===== src/rtl/sample_tick_gen_if.sv =====
// Control/status bundle for sample_tick_gen.
// SAMPLE_IDX_EN adds the sample_idx status signal.
interface sample_tick_gen_if #(
    parameter int CNT_W   = 20,
    parameter int NUM_CH  = 2,
    parameter int BURST_W = 8
);
    logic                    start;
    logic                    stop;
    logic                    burst_mode;
    logic [CNT_W-1:0]        period;
    logic [NUM_CH*CNT_W-1:0] phase;
    logic [BURST_W-1:0]      burst_len;
    logic [NUM_CH-1:0]       tick;
    logic                    busy;
    logic                    done;
`ifdef SAMPLE_IDX_EN
    logic [BURST_W-1:0]      sample_idx;

    modport master (
        output start, stop, burst_mode,
        output period, phase, burst_len,
        input  tick, busy, done, sample_idx
    );
    modport slave (
        input  start, stop, burst_mode,
        input  period, phase, burst_len,
        output tick, busy, done, sample_idx
    );
`else
    modport master (
        output start, stop, burst_mode,
        output period, phase, burst_len,
        input  tick, busy, done
    );
    modport slave (
        input  start, stop, burst_mode,
        input  period, phase, burst_len,
        output tick, busy, done
    );
`endif
endinterface


===== src/rtl/sample_tick_gen.sv =====
// Multi-channel phased sample tick generator, continuous or burst.
// Define SAMPLE_IDX_EN to add the channel-0 sample index output.
module sample_tick_gen #(
    parameter int CNT_W   = 20,
    parameter int NUM_CH  = 2,
    parameter int BURST_W = 8
) (
    input  logic clk,
    input  logic rst,
    sample_tick_gen_if.slave bus
);
    typedef enum logic [1:0] {
        S_IDLE,
        S_RUN,
        S_DONE
    } state_t;

    state_t r_state;
    state_t w_next;

    logic [CNT_W-1:0]   r_per;
    logic               r_bmode;
    logic [BURST_W-1:0] r_blen;
    logic [BURST_W-1:0] r_bcnt;
    logic [BURST_W-1:0] w_bnext;
    logic [CNT_W-1:0]   r_cnt  [NUM_CH];
    logic [CNT_W-1:0]   w_ph   [NUM_CH];
    logic [CNT_W-1:0]   w_load [NUM_CH];
    logic [NUM_CH-1:0]  r_tick;
    logic [NUM_CH-1:0]  w_hit;
    logic               w_go;
    logic               w_last;

    assign w_go    = bus.start & ~bus.stop;
    assign w_bnext = r_bcnt + BURST_W'(1);
    assign w_last  = r_bmode & w_hit[0]
                   & (w_bnext == r_blen);

    // Phase saturates at the period so the first tick is never late.
    always_comb begin
        for (int c = 0; c < NUM_CH; c++) begin
            w_ph[c]   = bus.phase[c*CNT_W +: CNT_W];
            w_load[c] = bus.period;
            if (w_ph[c] > bus.period)
                w_load[c] = '0;
            else
                w_load[c] = bus.period - w_ph[c];
            w_hit[c]  = (r_cnt[c] == r_per);
        end
    end

    always_ff @(posedge clk or posedge rst) begin
        if (rst) r_state <= S_IDLE;
        else     r_state <= w_next;
    end

    always_comb begin
        w_next = r_state;
        unique case (r_state)
            S_IDLE: begin
                if (w_go) begin
                    if (bus.burst_mode && bus.burst_len == '0)
                        w_next = S_DONE;
                    else
                        w_next = S_RUN;
                end
            end
            S_RUN: begin
                if (bus.stop)  w_next = S_IDLE;
                else if (w_last) w_next = S_DONE;
            end
            S_DONE:  w_next = S_IDLE;
            default: w_next = S_IDLE;
        endcase
    end

    always_ff @(posedge clk or posedge rst) begin
        if (rst) begin
            r_per   <= '0;
            r_bmode <= 1'b0;
            r_blen  <= '0;
            r_bcnt  <= '0;
            r_tick  <= '0;
            for (int c = 0; c < NUM_CH; c++)
                r_cnt[c] <= '0;
        end else begin
            unique case (r_state)
                S_IDLE: begin
                    r_tick <= '0;
                    if (w_go) begin
                        r_per   <= bus.period;
                        r_bmode <= bus.burst_mode;
                        r_blen  <= bus.burst_len;
                        r_bcnt  <= '0;
                        for (int c = 0; c < NUM_CH; c++)
                            r_cnt[c] <= w_load[c];
                    end
                end
                S_RUN: begin
                    if (bus.stop) begin
                        r_tick <= '0;
                    end else begin
                        r_tick <= w_hit;
                        if (w_hit[0]) r_bcnt <= w_bnext;
                        for (int c = 0; c < NUM_CH; c++) begin
                            if (w_hit[c]) r_cnt[c] <= '0;
                            else r_cnt[c] <= r_cnt[c] + CNT_W'(1);
                        end
                    end
                end
                default: r_tick <= '0;
            endcase
        end
    end

    assign bus.tick = r_tick;
    assign bus.busy = (r_state == S_RUN);
    assign bus.done = (r_state == S_DONE);

`ifdef SAMPLE_IDX_EN
    logic [BURST_W-1:0] r_sidx;

    // r_bcnt counts in both modes, so it also supplies the wrapping index.
    always_ff @(posedge clk or posedge rst) begin
        if (rst) begin
            r_sidx <= '0;
        end else if (r_state == S_IDLE) begin
            if (w_go) r_sidx <= '0;
        end else if (r_state == S_RUN) begin
            if (!bus.stop && w_hit[0]) r_sidx <= r_bcnt;
        end
    end

    assign bus.sample_idx = r_sidx;
`endif
endmodule


===== src/flat_wrapper.sv =====
// flat-port wrapper written by rule: the top's interface ports become plain ports
module sample_tick_gen_flat 
#(
    parameter int CNT_W   = 20,
    parameter int NUM_CH  = 2,
    parameter int BURST_W = 8
)
  (clk, rst, bus_start, bus_stop, bus_burst_mode, bus_period, bus_phase, bus_burst_len, bus_tick, bus_busy, bus_done);
  sample_tick_gen_if #(.CNT_W(CNT_W), .NUM_CH(NUM_CH), .BURST_W(BURST_W)) bus_i ();
  input  logic clk;
  input  logic rst;
  input wire logic [$bits(bus_i.start)-1:0] bus_start;
  input wire logic [$bits(bus_i.stop)-1:0] bus_stop;
  input wire logic [$bits(bus_i.burst_mode)-1:0] bus_burst_mode;
  input wire logic [$bits(bus_i.period)-1:0] bus_period;
  input wire logic [$bits(bus_i.phase)-1:0] bus_phase;
  input wire logic [$bits(bus_i.burst_len)-1:0] bus_burst_len;
  output wire logic [$bits(bus_i.tick)-1:0] bus_tick;
  output wire logic [$bits(bus_i.busy)-1:0] bus_busy;
  output wire logic [$bits(bus_i.done)-1:0] bus_done;
  assign bus_i.start = bus_start;
  assign bus_i.stop = bus_stop;
  assign bus_i.burst_mode = bus_burst_mode;
  assign bus_i.period = bus_period;
  assign bus_i.phase = bus_phase;
  assign bus_i.burst_len = bus_burst_len;
  assign bus_tick = bus_i.tick;
  assign bus_busy = bus_i.busy;
  assign bus_done = bus_i.done;
  sample_tick_gen #(.CNT_W(CNT_W), .NUM_CH(NUM_CH), .BURST_W(BURST_W)) u_core (.clk(clk), .rst(rst), .bus(bus_i));
endmodule

===== config.mk =====
export PLATFORM = sky130hd
export DESIGN_NAME = sample_tick_gen_flat
export DESIGN_NICKNAME = d
export VERILOG_FILES = /design/src/rtl/sample_tick_gen_if.sv /design/src/rtl/sample_tick_gen.sv /design/src/flat_wrapper.sv
export SDC_FILE = /design/constraint.sdc
export NUM_CORES = 1
export LEC_CHECK = 0
export ABC_AREA = 1
export CAP_MARGIN = 20
export CORE_MARGIN = 4
export CORE_UTILIZATION = 62
export DETAILED_ROUTE_END_ITERATION = 8
export MAX_ROUTING_LAYER = met4
export PLACE_DENSITY_LB_ADDON = 0.25
export SETUP_SLACK_MARGIN = 0.4
export SYNTH_ARGS = -nofsm -noshare
export SYNTH_HDL_FRONTEND = slang
export SYNTH_SLANG_ARGS = --single-unit

===== constraint.sdc =====
create_clock -name clk -period 5 [get_ports clk]
set_input_delay 1 -clock clk [delete_from_list [all_inputs] [get_ports clk]]
set_output_delay 1 -clock clk [all_outputs]
set_load 0.1 [all_outputs]

==> metrics.txt, run 1 <==
Final setup viols 0; syn_nets 1406; vias in the first global route 7625; clk_lat worst skew 0.34 ns; outcome finished, final reports clean; fin nets 1471; reg-to-reg setup timing slack 2.34 ns; FFs w/ async S/R, synth 1.00; Remaining DRCs 0; number of distinct library cells after synthesis 45; Num CTS Buffers 9; Post-DRT Antenna Nets 0; CP startpoint bus_period[0]; worst r2r dst u_core.r_cnt[25]; Vias per Instance 5.45; fmax 0.316 GHz; Net Sw Power 1.30 mW; largest cells by area after synthesis dfrtp_1, nand2_1, inv_1, nor2_1, ha_1; Max-slew headroom 0.356; H-Tree Depth 3; area growth from synthesis to layout 14.4%; clock skew 0.00805 ns; Post-synth EDFFs 0; total gr overflow 0; worst vdd ir 230 µV; Clock Path Buffers 2; Core ar. 12700 µm²; 1st-iter DRT viols 806; Synth Cell Area 8090 µm²; Detailed Place HPWL 18500 µm; Tcrit/Tclk final 0.632; routed wire length 23400 µm; pre-CTS WS 1.53 ns; CTS tree done; clock share of power 0.228; Power Total 3.06 mW; combinational share of power 0.400; die area 14900 µm²; final hold viol count 0; Tmin final 3.16 ns; CP Max Fanout 16; Worst Hold Launch u_core.r_bcnt[6]; Cells after Synth 1288; # hold bufs at CTS 0; Seq cells post-synth 81; chip width 122 µm; power per standard cell area 330 nW/µm²; Port Buffer Count 76; initial antenna violation count 0; Top FF cell, synth dfrtp_1; max_cap viols 0; sequential share of the synthesized area 0.250; sw frac 0.425; post-DR wirelength/cell 15.3 µm; Vias 8339; R2R Path Start u_core.r_state[1]; CP required 5.28 ns; Setup WS post-layout 1.84 ns; most frequent cells in the layout nand2_1, inv_1, nor2_1; Reg2Reg Depth 11; Initial Util 0.636; Post-CTS Resized 0; hold path depth 2; Setup CP Type input pin to flip-flop; Cell Int Power 1.76 mW; Ys Warns 0; Detailed Routing Iterations Pass 1 5; RSZ-0062 raised after global routing no; P_leak 4.75 nW; worst path arrival time 3.44 ns; Setup Fix Bufs, Post-CTS 0; layout cells sized above 1 0.0589; largest net degree at the start of global routing 64; Clock transition at path regs 0.06 ns; I/O Pins 77; critical path capture point type flip-flop; Sequential Power Share 0.372; syn_area_per_cell 6.28 µm²; Worst-Margin Slew 0.963 ns; Worst Setup Start Kind input pin; # diodes 0; GPL Wtd Cong 0.947; Std-Cell Rows 41; TNS Setup 0 ns; Synth area leader dfrtp_1; final slew viol count 0; clock sink total 81; All-Layer GR Usage 0.326; first-pass GRT wire length 37300 µm; Clock Tree Root clkbuf_16; Worst Hold Class flip-flop to flip-flop; Die Ht 122 µm; hold endpoint u_core.r_bcnt[6]; Synth top area share 0.250; most common cell after layout, fill and taps aside nand2_1
[final cells by class]
type	count	area (µm²)
multi-input cells	993	5180
fillers	1160	3460
flip-flops and latches	81	2030
repair buffers	80	811
inverters	188	709
clock buffers	12	267
well taps	172	215
clock inverters	4	50.0
[sequential cells by signal, summed over array words and instances (netlist names)]
register         flops
u_core.r_bcnt        8
u_core.r_blen        8
u_core.r_bmode       1
u_core.bus.tick      2
u_core.r_state       2
u_core.r_per        20
u_core.r_cnt        40
[cell families after synthesis]
family          after synthesis  synth area share
simple gates                761             0.401
xor+xnor                     75            0.0829
buf+inv                     214             0.109
compound gates              103            0.0719
fa+ha+maj                    45            0.0714
flops                        81             0.250
mux                           9            0.0125
[worst max-delay path: stages]
cell and delay [ns]:
clkdlybuf4s50_1 0.46, inv_1 0.15, ha_1 0.26, fa_1 0.40, inv_1 0.09, nand3_1 0.10
nand2_2 0.11, nand2_2 0.05, nand2_2 0.09, nand2_2 0.06, nand2_2 0.09, nand2_2 0.07
nand2_4 0.18, nand3_1 0.09, o21ai_0 0.08, nand2_1 0.07, nand2_1 0.06
[layer usage]
metal | wire (µm) | GRT usage | vias up
li1 | - | - | 4158
met1 | 10300 | 0.441 | 3783
met2 | 10600 | 0.516 | 351
met3 | 1960 | 0.0382 | 47
met4 | 580 | 0.0987 | 0
met5 | 0 | - | -
[worst max-delay path by stage]
stage / endpoint / slack [ns] / cells after the start
3_5_place_dp: u_core.r_cnt[1] / 1.53 / 15
3_3_place_gp: u_core.r_cnt[10] / 1.62 / 17
5_1_grt: u_core.r_cnt[5] / 1.66 / 17
4_1_cts: u_core.r_cnt[10] / 1.86 / 17
6_report: u_core.r_cnt[5] / 1.84 / 17
2_1_floorplan: u_core.bus.tick[0] / 1.92 / 1
[through the flow]
| step | hold WS (ns) | cells | instance area, µm² | utilization |
|---|---|---|---|---|
| global route | 0.529 | 1530 | 9260 | 0.728 |
| floorplan | 0.442 | 1288 | 8090 | - |
| detailed placement | 0.490 | 1513 | 8920 | 0.701 |
| finish | 0.499 | 1530 | 9260 | 0.728 |
| global placement | 0.456 | 1513 | 8920 | 0.701 |
| CTS | 0.506 | 1529 | 9230 | 0.726 |
[power by group through the flow]
stage               clock network [mW]  registers (mW)  logic [mW]
floorplan                            0            1.00       0.976
global placement                     0            1.13        1.16
detailed placement                   0            1.13        1.20
CTS                              0.699            1.12        1.21
global route                     0.727            1.15        1.38
finish                           0.697            1.14        1.22
[Yosys cell counts, types with 5 or more instances]
| library cell | instances |
|---|---|
| nand2_1 | 427 |
| inv_1 | 177 |
| nor2_1 | 172 |
| dfrtp_1 | 81 |
| nand3_1 | 76 |
| xor2_1 | 52 |
| a21oi_1 | 44 |
| ha_1 | 43 |
| o21ai_0 | 32 |
| xnor2_1 | 22 |
| nand3b_1 | 20 |
| nand4_1 | 19 |
| a31oi_1 | 11 |
| nor3_1 | 11 |
| inv_2 | 10 |
| nand2_2 | 10 |
| buf_2 | 9 |
| mux2_2 | 9 |
| nor2_2 | 6 |
| buf_4 | 5 |
| buf_6 | 5 |
Note: power is estimated with default switching activity, not from simulation.
==> inputs of run 2 (changes only) <==
Settings changed: CORE_UTILIZATION 62 to 59.
Clock period 5 ns to 3.1 ns, I/O delays scaled along.
==> run 2 against run 1 <==
  * Clock skew shrank 0.0026 ns
  * Register-to-register slack lost 1.6 ns
  * Via count grew 0.83%
  * Clock power grew 52%
  * Setup slack lost 1.4 ns
  * Sequential power grew 60%
  * Non-clock buffer count grew 2
  * Core utilization shrank 3.2 points
  * Sequential share of layout area shrank 0.062 points
  * Final cell count grew 0.46%
  * Highest routed layer unchanged
  * Hold slack lost 0.025 ns
==> metrics.txt, run 2 (synthesis gave the netlist of run 1 again) <==
outcome finished, final reports clean; Worst-Margin Slew 0.863 ns; first-pass GRT wire length 38300 µm; Max-slew headroom 0.423; hold path depth 2; Power Total 4.87 mW; Detailed Routing Iterations Pass 1 6; Detailed Place HPWL 18400 µm; clock skew 0.00548 ns; Initial Util 0.606; Final setup viols 0; Clock Path Buffers 2; Port Buffer Count 76; chip width 125 µm; fin nets 1474; Setup CP Type input pin to flip-flop; All-Layer GR Usage 0.305; Core ar. 13300 µm²; I/O Pins 77; most common cell after layout, fill and taps aside nand2_1; final hold viol count 0; worst path arrival time 2.94 ns; GPL Wtd Cong 1.01; Tcrit/Tclk final 0.872; H-Tree Depth 3; Clock Tree Root clkbuf_16; Remaining DRCs 0; power per standard cell area 525 nW/µm²; Reg with most FFs u_core.r_cnt; reg-to-reg setup timing slack 0.73 ns; CP required 3.34 ns; Worst Hold Class flip-flop to flip-flop; layout cells sized above 1 0.0676; Worst Setup Start Kind input pin; clock sink total 81; CTS tree done; Vias per Instance 5.47; biggest regs u_core.r_cnt (40), u_core.r_per (20); most frequent cells in the layout nand2_1, inv_1, nor2_1; Std-Cell Rows 42; Tmin final 2.70 ns; CP Max Fanout 4; Vias 8408; worst vdd ir 346 µV; area growth from synthesis to layout 14.8%; Num CTS Buffers 9; max FFs per register 40; Post-DRT Antenna Nets 0; Post-Route Hold Slack 0.474 ns; Reg2Reg Depth 9; 1st-iter DRT viols 651; # diodes 0; RSZ-0062 raised after global routing yes; post-DR wirelength/cell 15.3 µm; pre-CTS WS -0.0296 ns; largest net degree at the start of global routing 82; final slew viol count 0; total gr overflow 0; die area 15700 µm²; routed wire length 23600 µm; Clock transition at path regs 0.06 ns; Die Ht 125 µm; vias in the first global route 7845; Setup WS post-layout 0.397 ns; fmax 0.370 GHz; max_cap viols 0; P_leak 4.77 nW; clk_lat worst skew 0.34 ns; critical path capture point type flip-flop; post-layout util 0.696; initial antenna violation count 0; # hold bufs at CTS 0
[run 2: power by group]
| part | internal, mW | switching, mW |
|---|---|---|
| combinational | 0.821 | 1.17 |
| clock | 0.631 | 0.427 |
| sequential | 1.33 | 0.488 |
[run 2: repair_timing]
| action | CTS | global route |
|---|---|---|
| endpoints found under the hold margin | 0 | 0 |
| pin swaps | 0 | 1 |
| buffers inserted | 0 | 1 |
| gates resized for setup | 3 | 6 |
| setup endpoints to repair | 17 | 29 |
| gates cloned | 0 | 1 |
[run 2: worst paths after layout]
path / from / to
min in group asynchronous: rst / u_core.r_per[1]
max: bus_period[19] / u_core.r_cnt[18]
max in group asynchronous: rst / u_core.r_cnt[34]
min reg2reg: u_core.r_bcnt[6] / u_core.r_bcnt[6]
min: u_core.r_bcnt[6] / u_core.r_bcnt[6]
max reg2reg: u_core.r_cnt[0] / u_core.r_cnt[9]
[run 2: area by class of cell]
class | count | area (µm²)
Timing Repair Buffer | 82 | 808
Multi-Input combinational cell | 994 | 5230
Clock inverter | 1 | 7.51
Fill cell | 1236 | 4060
Tap cell | 176 | 220
Sequential cell | 81 | 2030
Clock buffer | 15 | 288
Inverter | 188 | 712
[run 2: per-layer routing]
| metal | track usage | share of wire | vias to the layer above | routed length [µm] |
|---|---|---|---|---|
| li1 | - | - | 4156 | - |
| met1 | 0.401 | 0.44 | 3824 | 10400 |
| met2 | 0.487 | 0.45 | 365 | 10600 |
| met3 | 0.0448 | 0.076 | 63 | 1800 |
| met4 | 0.101 | 0.031 | 0 | 740 |
| met5 | - | 0 | - | 0 |
[run 2: worst max-delay path, cell delays in order]
cell	delay [ns]
clkdlybuf4s50_1	0.69
ha_1	0.35
a21oi_1	0.17
o21ai_0	0.09
nand2_1	0.29
a21boi_1	0.38
nor2_1	0.14
nor2_1	0.14
nor2_1	0.06
[run 2: per-stage QoR]
step	setup TNS, ns	instances	area (µm²)
finish	0	1537	9290
global route	0	1537	9290
CTS	0	1535	9250
detailed placement	-0.0805	1519	8940
global placement	0	1519	8940
floorplan	0	1288	8100
==> inputs of run 3 (changes only) <==
Settings changed: SKIP_LAST_GASP set to 1.
==> results of run 3 <==
The final DEF is identical to that of run 2; final timing and power are the same.
